--- src/rtl/div_sequencer.sv ---
// div_sequencer - 32-cycle restoring divider for div/divu with HI/LO interlock.
// Fixed 35-edge latency from Start to Done; results change only when Done rises.
module div_sequencer #(
  parameter logic [31:0] ZERO_DIV_Q = 32'hFFFFFFFF
) (
  input  logic        clock,
  input  logic        reset,
  input  logic        Start,
  input  logic        Signed,
  input  logic [31:0] A,
  input  logic [31:0] B,
  input  logic        Flush,
  input  logic        HiLo_Read,
  output logic        Busy,
  output logic        Stall,
  output logic        Done,
  output logic [31:0] Quotient,
  output logic [31:0] Remainder
);

  typedef enum logic [2:0] {S_IDLE, S_PREP, S_DIV, S_FIX, S_DONE} state_t;

  state_t      state_q;
  logic [4:0]  cnt_q;
  logic [31:0] a_q, b_q;
  logic        signed_q;
  logic [31:0] rem_q, quo_q, dvs_q;
  logic        busy_q, done_q;
  logic [31:0] quotient_q, remainder_q;

  logic [32:0] rem_shift_d, rem_diff_d;
  logic [31:0] a_mag_d, b_mag_d, quo_fix_d, rem_fix_d;

  always_comb begin
    a_mag_d     = (signed_q && a_q[31]) ? 32'(-a_q) : a_q;
    b_mag_d     = (signed_q && b_q[31]) ? 32'(-b_q) : b_q;
    rem_shift_d = {rem_q, quo_q[31]};
    rem_diff_d  = rem_shift_d - {1'b0, dvs_q};
    quo_fix_d   = (signed_q && (a_q[31] ^ b_q[31])) ? 32'(-quo_q) : quo_q;
    rem_fix_d   = (signed_q && a_q[31]) ? 32'(-rem_q) : rem_q;
    // A zero divisor reports a fixed quotient and hands the dividend back untouched.
    if (b_q == 32'd0) begin
      quo_fix_d = ZERO_DIV_Q;
      rem_fix_d = a_q;
    end
  end

  always_ff @(posedge clock or posedge reset) begin
    if (reset) begin
      state_q     <= S_IDLE;
      cnt_q       <= 5'd0;
      a_q         <= 32'd0;
      b_q         <= 32'd0;
      signed_q    <= 1'b0;
      rem_q       <= 32'd0;
      quo_q       <= 32'd0;
      dvs_q       <= 32'd0;
      busy_q      <= 1'b0;
      done_q      <= 1'b0;
      quotient_q  <= 32'd0;
      remainder_q <= 32'd0;
    end else begin
      case (state_q)
        S_IDLE, S_DONE: begin
          done_q <= 1'b0;
          if (Start && !Flush) begin
            a_q      <= A;
            b_q      <= B;
            signed_q <= Signed;
            busy_q   <= 1'b1;
            state_q  <= S_PREP;
          end else begin
            busy_q  <= 1'b0;
            state_q <= S_IDLE;
          end
        end
        S_PREP: begin
          if (Flush) begin
            busy_q  <= 1'b0;
            state_q <= S_IDLE;
          end else begin
            quo_q   <= a_mag_d;
            dvs_q   <= b_mag_d;
            rem_q   <= 32'd0;
            cnt_q   <= 5'd0;
            state_q <= S_DIV;
          end
        end
        S_DIV: begin
          if (Flush) begin
            busy_q  <= 1'b0;
            state_q <= S_IDLE;
          end else begin
            // Keep the trial difference only when it did not go negative.
            rem_q <= rem_diff_d[32] ? rem_shift_d[31:0] : rem_diff_d[31:0];
            quo_q <= {quo_q[30:0], ~rem_diff_d[32]};
            cnt_q <= cnt_q + 5'd1;
            if (cnt_q == 5'd31) state_q <= S_FIX;
          end
        end
        S_FIX: begin
          busy_q <= 1'b0;
          if (Flush) begin
            state_q <= S_IDLE;
          end else begin
            quotient_q  <= quo_fix_d;
            remainder_q <= rem_fix_d;
            done_q      <= 1'b1;
            state_q     <= S_DONE;
          end
        end
        default: begin
          busy_q  <= 1'b0;
          done_q  <= 1'b0;
          state_q <= S_IDLE;
        end
      endcase
    end
  end

  assign Busy      = busy_q;
  assign Stall     = busy_q & (HiLo_Read | Start);
  assign Done      = done_q;
  assign Quotient  = quotient_q;
  assign Remainder = remainder_q;

endmodule

--- config.mk ---
export PLATFORM = sky130hd
export DESIGN_NAME = div_sequencer
export DESIGN_NICKNAME = d
export VERILOG_FILES = /design/src/rtl/div_sequencer.sv
export SDC_FILE = /design/constraint.sdc
export NUM_CORES = 1
export LEC_CHECK = 0
export BUFFER_PORTS_ARGS = -buffer_cell sky130_fd_sc_hd__buf_2
export CORE_ASPECT_RATIO = 0.7
export CORE_UTILIZATION = 55
export CTS_BUF_LIST = sky130_fd_sc_hd__clkbuf_8
export DETAILED_ROUTE_END_ITERATION = 8
export GPL_TIMING_DRIVEN = 0
export PLACE_DENSITY = 0.86
export SETUP_SLACK_MARGIN = 0.4
export SYNTH_ARGS = -nofsm -noshare
export SYNTH_HDL_FRONTEND = slang
export SYNTH_SLANG_ARGS = --single-unit
export TNS_END_PERCENT = 1
--- constraint.sdc ---
create_clock -name clock -period 8 [get_ports clock]
set_input_delay 0.4 -clock clock [delete_from_list [all_inputs] [get_ports clock]]
set_output_delay 0.4 -clock clock [all_outputs]
set_load 0.03 [all_outputs]
* Word level (Yosys, flattened, before mapping)
Cells that the tools add are included.
** Storage, ports and cells
- Flip-flop bits (word level) :: 235
- Output and inout port bits :: 67
- Word-level logic and storage cells :: 76
- Input bits :: 70
** Operators by class
- Reductions and logical operators :: 15
- Muxes and demuxes :: 27
- Bitwise logic cells :: 6
- $add $sub $neg :: 6
- Equality and inequality tests :: 10
** Operators by type and width (number)
- $mux 32 :: 11
- $neg 32->32 :: 4
- $pmux 32 s2 :: 2
- $sub 33x32->33 :: 1
- $logic_not 32->1 :: 1
- $pmux 3 s4 :: 1
- $mux 5 :: 2
- $pmux 5 s2 :: 1
- $mux 3 :: 3
- $reduce_and 2->1 :: 4
- $eq 3x2->1 const B :: 2
- $ne 2x2->1 const B :: 3
- $add 5x1->5 const B :: 1
- $eq 5x5->1 const B :: 1
- $logic_and 1x1->1 :: 4
- $mux 1 :: 4
- $pmux 1 s2 :: 2
- $reduce_or 2->1 :: 2
- $eq 3x1->1 const B :: 1
- $eq 3x3->1 const B :: 1
- $logic_not 3->1 :: 1
- $ne 3x3->1 const B :: 1
- $not 1->1 :: 3
- $reduce_and 3->1 :: 1
- other kinds (7) :: 7

* Longest topological paths before layout
Gate-level depths: netlist of the first run.
- Depth in word-level cells :: 4
- Mapped depth :: 14
- Gate-level depth less buffers :: 12

* Worst setup path before layout of the first run
No wires, ideal clock.
- Path kind :: register to register
- From :: reg quo_q[31]
- To :: reg rem_q[31]
- Setup time :: 0.120 ns
- Cell stages (with the launch flop) :: 14
- Path buffers :: 2
- Arrival :: 2.925 ns
- Clock period less this slack :: 3.045 ns
- Slack :: 4.955 ns
- Required time :: 7.880 ns
- Path through :: dfrtp_1 > inv_1 > ha_1 > fa_1 > nand2b_1 > a21oi_1 > o2111ai_1 > a31oi_1 > o41a_1 > mux2i_1 > nand3_1 > buf_4 > buf_2 > a31o_1
** On the way
- Word-level cells in the longest chain between the ends :: 4
** Ends and longest elaborated chain
- from (decl) :: line 27 : logic [31:0] rem_q, quo_q, dvs_q;
- from (signal assigned) :: line 82 : quo_q <= a_mag_d;
- from (signal assigned) :: line 96 : quo_q <= {quo_q[30:0], ~rem_diff_d[32]};
- $sub 33x32->33 :: line 38 : rem_diff_d = rem_shift_d - {1'b0, dvs_q};
- $mux 32 :: line 95 : rem_q <= rem_diff_d[32] ? rem_shift_d[31:0] : rem_diff_d[31:0];
- $mux 32 :: line 90 : if (Flush) begin
- $pmux 32 s2 :: line 63 : case (state_q)
- to (signal assigned) :: line 95
- to (decl) :: line 27
Every way passes these cells. The select of a mux whose other input is x is not followed.
A chain may end at the register's enable or synchronous reset.

* Worst setup path in the final report of the first run
- From :: reg quo_q[31]
- To :: reg quo_q[0]
** On the way
- Word-level cells in the longest chain between the ends :: 4
** Ends and longest elaborated chain (line)
- $sub 33x32->33 :: 38
- $not 1->1 :: 96
- $mux 32 :: 90
- $pmux 32 s2 :: 63
Every way passes these cells. The select of a mux whose other input is x is not followed.

==> impl_metrics.tcl, run 1 <==
set metrics [dict create \
    antenna_found_initial 0 \
    period_needed_ps 4040 \
    totalPowerFinal_mw 4.96 \
    n_fill_cell 2074 \
    finalSetupViolCount 0 \
    final_cell_mix "235 x dfrtp_1, 191 x nand2_1, 163 x o21ai_0" \
    std_cell_rows 48 \
    max_clock_freq_mhz 247 \
    max_slew.worst_pin.slew_ps 1080 \
    ir_worst_vdd_uv 221 \
    syn_to_final_growth_pct 13.6 \
    max_stage_delay_ps 500 \
    synth_warnings 0 \
    synth.top_cell.area_share_pct 42.2 \
    fin_area_sq_mm 0.0158 \
    io_buffers 135 \
    syn_area_sq_mm 0.0139 \
    num_antenna_cells 0 \
    drive_above_1_share_pct 16.1 \
    hold_buffers 1 \
    globalRoute.totalOverflow 0 \
    cts_root_buffer "clkbuf_8" \
    synthArstFlopShare_pct 100 \
    routedWlPerCell_um 20.2 \
    rsz0062_at_grt "no" \
    fin_nets 1852 \
    yosys_most_used_dff "dfrtp_1" \
    die_h_um 135 \
    cp_data_arrival_time_ps 4480 \
    cp_max_fo 10 \
    layout_commonest_cell "dfrtp_1" \
    routed_wl_um 42300 \
    crit_path_cell_trace "inv_1 > ha_1 > fa_1 > nand2b_1 > a21oi_1 > o2111ai_1 > a31oi_1 > o41a_1 > mux2i_1 > nand3_1 > buf_2 > a211oi_1 > a21oi_1" \
    synth.ff_latch_count 235 \
    synth_cell_types 71 \
    final_hold_viol_count 0 \
    place_area_sq_mm 0.0151 \
    min_path_type "in -> reg" \
    crit_required_ps 8440 \
    synthCells 1566 \
    grt_usage_pct 32.9 \
    maxSlewViolCount 0 \
    vias 12900 \
    finalCritPeriodShare_pct 50.5 \
    avgSynthCellArea_sq_um 8.90 \
    power_density_mw_per_mm2 313 \
    yosysTopAreaCell "dfrtp_1" \
    cts_sinks 235 \
    gp_congestion 0.992 \
    ff_latch_area_sq_mm 0.00588 \
    max-clock-path-buffers 3 \
    coreArea_sq_mm 0.0247 \
    fin_skew_ps 27.5 \
    cts_buffers 38 \
    clk_pin_slew_ps 70 \
    first_iter_violations 1470 \
    multi_input_area_sq_mm 0.00748 \
    p_leak_nw 7.15 \
    cts_setup_buffers 0 \
    setup-tns-final_ps 0 \
    worstSetupEndpointType "flip-flop" \
    post_cts_resized 0 \
    synth-edff-count 0 \
    start_kind "flip-flop" \
    ys_seq_area_share_pct 42.2 \
    start_util_pct 56.3 \
    via_per_inst 6.14 \
    crit_slowest_cell "a31oi_1" \
    grt_max_degree 132 \
    fin_util_pct 64.0 \
    max-slew-margin-rel_pct 27.9 \
    die_x_um 192 \
    crit_path_frequent_cell "a21oi_1" \
    synth.area.top_cells "dfrtp_1 42%, o21ai_0 5.9%, nand2_1 5.1%" \
    die-area_sq_mm 0.0260 \
    synth_nets 1675 \
    drc 0 \
    worstSkewPairLatency_ps 570 \
    drtAntennaViolNets 0 \
    first_global_vias 11900 \
    status "finished, final reports clean" \
    grt_pass1_wl_um 65200 \
    cts_tree "built" \
    maxCapViolCount 0 \
    first_pass_iters 5 \
    io_pins 137 \
    dp_hpwl_um 31700 \
    cts.htree.levels 2 \
    crit_type "reg -> reg" \
]
==> stage by stage <==
step / hold WS (ps) / setup slack [ps] / cells
after floorplan: 440 / 1150 / 1566
after global placement: 459 / -1390 / 2026
after detailed placement: 471 / 4070 / 2027
after CTS: 39.3 / 4030 / 2094
after global routing: 44.4 / 3740 / 2094
final: 59.9 / 3960 / 2094
==> cell families (layout without fill, tap and decap cells) <==
logic type / Yosys count / in the layout / share of synthesized area [%]
AND/OR/NAND/NOR: 489 / 489 / 16.2
AO/OA/AOI/OAI: 433 / 433 / 18.2
flip-flops: 235 / 235 / 42.2
XOR/XNOR: 142 / 142 / 8.92
buffers and inverters: 141 / 344 / 4.16
multiplexers: 87 / 87 / 6.78
adder cells (fa/ha/maj): 39 / 39 / 3.55
==> synthesized netlist by cell type (all sizes together), types with 12 or more instances <==
library cell    n
mux2           59
o21ai         178
nand2         193
xor2           76
clkbuf         67
xnor2          66
inv            55
a31oi          35
nor2          144
nand2b         21
o31ai          14
nand3          25
mux2i          28
a21oi         122
nor3           26
o22a           12
nor4           16
ha             38
or3            16
buf            18
dfrtp         235
==> layout make-up <==
type                    count  area share, %
plain buffers              85           2.34
repair buffers            137           4.50
flip-flops and latches    235           37.1
multi-input cells        1190           47.2
clock inverters            18          0.687
clock buffers              48           4.17
well taps                 325           2.57
inverters                  56           1.37
==> flip-flops by register name (all words and copies together) (netlist names) <==
signal	cells
Busy	1
Done	1
Quotient	32
Remainder	32
a_q	32
b_q	32
cnt_q	5
dvs_q	32
quo_q	32
rem_q	32
signed_q	1
state_q	3
==> power breakdown <==
group | switching (mW) | internal, mW
clock | 0.513 | 0.574
sequential | 0.377 | 1.53
combinational | 1.22 | 0.747
total | 2.11 | 2.85
==> metal layers <==
metal  vias to the layer above  share of wire (%)  GRT usage [%]  wire, um
met4                         0                2.2           8.36       915
met3                        89                 14           13.8      6120
li1                       5843                  -              -         -
met2                       743                 39           43.9     16700
met1                      6183                 44           48.6     18500
met5                         -                  0              0         0
==> worst max-delay path, delay by kind of cell (launching register included) <==
family                   cells  cell delay, ps
flip-flops                   1             340
buffers and inverters        2             410
AO/OA/AOI/OAI                6            1890
multiplexers                 1             230
AND/OR/NAND/NOR              2             370
adder cells (fa/ha/maj)      2             670
==> worst paths after layout <==
kind	start	slack (ps)	cells past startpoint	endpoint
max	quo_q[31]$_DFFE_PP0P_	3960	13	quo_q[0]$_DFFE_PP0P_
min	B[13]	60	3	b_q[13]$_DFFE_PP0P_
max reg2reg	quo_q[31]$_DFFE_PP0P_	3960	13	quo_q[0]$_DFFE_PP0P_
min reg2reg	dvs_q[11]$_DFFE_PP0P_	480	2	dvs_q[11]$_DFFE_PP0P_
max in group asynchronous	reset	6430	4	a_q[3]$_DFFE_PP0P_
min in group asynchronous	reset	480	3	dvs_q[13]$_DFFE_PP0P_
Power figures use the tool's default switching activity.
==> run 2, diff against run 1 <==
PLACE_DENSITY = 0.89   (was 0.86)
clock period = 3.4 ns   (was 8 ns; I/O delays follow)
==> run 2 against run 1 <==
  * Maximum frequency rose by 26%
  * Design area rose by 6.6%
  * First-iteration DRC count fell by 4.6%
  * Worst setup slack got worse by 3800 ps
  * Clock power rose by 140%
  * Clock-buffer cell count fell by 4
  * Clock skew rose by 16 ps
  * Utilization rose by 4.2 points
  * Sequential share of layout area fell by 2.3 points
  * Total power rose by 140%
  * Die area did not move
  * Critical endpoint unchanged
  * Largest cell class unchanged
==> impl_metrics.tcl, run 2 (same netlist as run 1, synthesis figures left out) <==
set metrics [dict create \
    p_clk_share_pct 21.6 \
    fin_util_pct 68.3 \
    status "finished, final reports clean" \
    rsz0062_at_grt "yes" \
    finalSetupViolCount 0 \
    drive_above_1_share_pct 17.5 \
    dp_hpwl_um 32800 \
    crit_required_ps 3830 \
    power_density_mw_per_mm2 707 \
    worstSkewPairLatency_ps 590 \
    cts.htree.levels 2 \
    coreArea_sq_mm 0.0247 \
    drtAntennaViolNets 0 \
    cp_data_arrival_time_ps 3630 \
    period_needed_ps 3210 \
    layoutNonFillerInstCount 2174 \
    worstSetupEndpointType "flip-flop" \
    grt_max_degree 38 \
    die-area_sq_mm 0.0260 \
    layout_commonest_cell "dfrtp_1" \
    p_switching_mw 5.07 \
    grt_usage_pct 35.0 \
    drc 0 \
    final_cell_mix "231 x dfrtp_1, 191 x nand2_1, 160 x o21ai_0" \
    cts_buffers 38 \
    cts_root_buffer "clkbuf_8" \
    maxSlewViolCount 0 \
    routedWlPerCell_um 20.6 \
    start_util_pct 56.3 \
    min_path_type "in -> reg" \
    ir_worst_vdd_uv 606 \
    swShare_pct 42.5 \
    io_buffers 135 \
    comb_power_share_pct 40.6 \
    first_pass_iters 8 \
    start_kind "flip-flop" \
    std_cell_rows 48 \
    max-clock-path-buffers 3 \
    first_iter_violations 1402 \
    crit_type "reg -> reg" \
    routed_wl_um 44800 \
    max_slew.worst_pin.slew_ps 1240 \
    max_clock_freq_mhz 312 \
    place_inst 2033 \
    vias 13300 \
    hold_ws_ps 70.9 \
    clk_pin_slew_ps 60 \
    final_hold_viol_count 0 \
    io_pins 137 \
    cp_max_fo 10 \
    first_global_vias 12600 \
    antenna_found_initial 2 \
    num_antenna_cells 0 \
    via_per_inst 6.13 \
    cts_sinks 235 \
    die_h_um 135 \
    finalCritPeriodShare_pct 94.4 \
    cts_tree "built" \
    gp_congestion 0.960 \
    p_leak_nw 7.55 \
    max-slew-margin-rel_pct 17.3 \
    die_x_um 192 \
    p_int_mw 6.88 \
    power.share.sequential_pct 37.8 \
    fin_skew_ps 43.6 \
    grt_pass1_wl_um 69500 \
    fin_nets 1935 \
    maxCapViolCount 0 \
    syn_to_final_growth_pct 21.2 \
    globalRoute.totalOverflow 0 \
]
==> run 2: path summary, 6_finish.rpt <==
check / end / startpoint / cells after the start / slack, ps
min in group asynchronous: b_q[16]$_DFFE_PP0P_ / reset / 3 / 120
worst min register to register: Remainder[11]$_DFFE_PP0P_ / Remainder[11]$_DFFE_PP0P_ / 2 / 470
worst max register to register: quo_q[0]$_DFFE_PP0P_ / dvs_q[0]$_DFFE_PP0P_ / 12 / 190
max in group asynchronous: Quotient[7]$_DFFE_PP0P_ / reset / 6 / 2280
worst min-delay path: state_q[0]$_DFFE_PP0P_ / Flush / 2 / 70
worst max-delay path: quo_q[0]$_DFFE_PP0P_ / dvs_q[0]$_DFFE_PP0P_ / 12 / 190
==> run 2: cell type report <==
| cell class | count | area (sq um) |
|---|---|---|
| Multi-Input combinational cell | 1190 | 7630 |
| Inverter | 56 | 214 |
| Timing Repair Buffer | 220 | 1590 |
| Clock buffer | 44 | 606 |
| Clock inverter | 19 | 163 |
| Fill cell | 1906 | 7850 |
| Tap cell | 325 | 407 |
| Sequential cell | 235 | 5890 |
| Buffer | 85 | 398 |
==> run 2: critical path: stages, from the launching register on <==
cell and delay (ps):
dfrtp_1 440, ha_2 210, fa_2 350, nand2b_4 180, a21oi_4 210, o2111ai_2 190
a31oi_4 220, o41a_1 240, mux2i_1 260, nand3_2 180, buf_8 210, a211oi_4 290
a21oi_1 70
==> run 2: timing repair <==
item / in CTS / in global routing
buffers inserted: 11 / 0
resized for setup: 36 / 9
endpoints found under the hold margin: 141 / 0
hold buffers: 67 / 0
pin swaps: 9 / 4
setup endpoints to repair: 75 / 133
==> run 2: per-stage QoR <==
step	cell area, sq um	setup WS, ps	setup TNS, ps	power [mW]
floorplan	13900	152	0	7.58
global placement	15000	-1210	-292780	8.81
detailed placement	15200	-570	-12550	9.00
CTS	16900	250	0	11.8
global route	16900	101	0	12.6
finish	16900	192	0	12.0
==> run 2: power by group through the flow <==
stage	Combinational (mW)	Sequential, mW	Clock [mW]
CTS	4.70	4.46	2.59
global placement	4.36	4.45	0
finish	4.85	4.52	2.58
global route	5.26	4.60	2.72
detailed placement	4.51	4.49	0
floorplan	2.85	4.73	0
==> run 2: layer usage <==
metal	GRT usage (%)	vias to the layer above	share of wire (%)
li1	-	6005	-
met1	51.9	6425	44
met2	48.3	801	41
met3	11.4	102	13
met4	9.84	4	2.3
met5	0	-	0.042
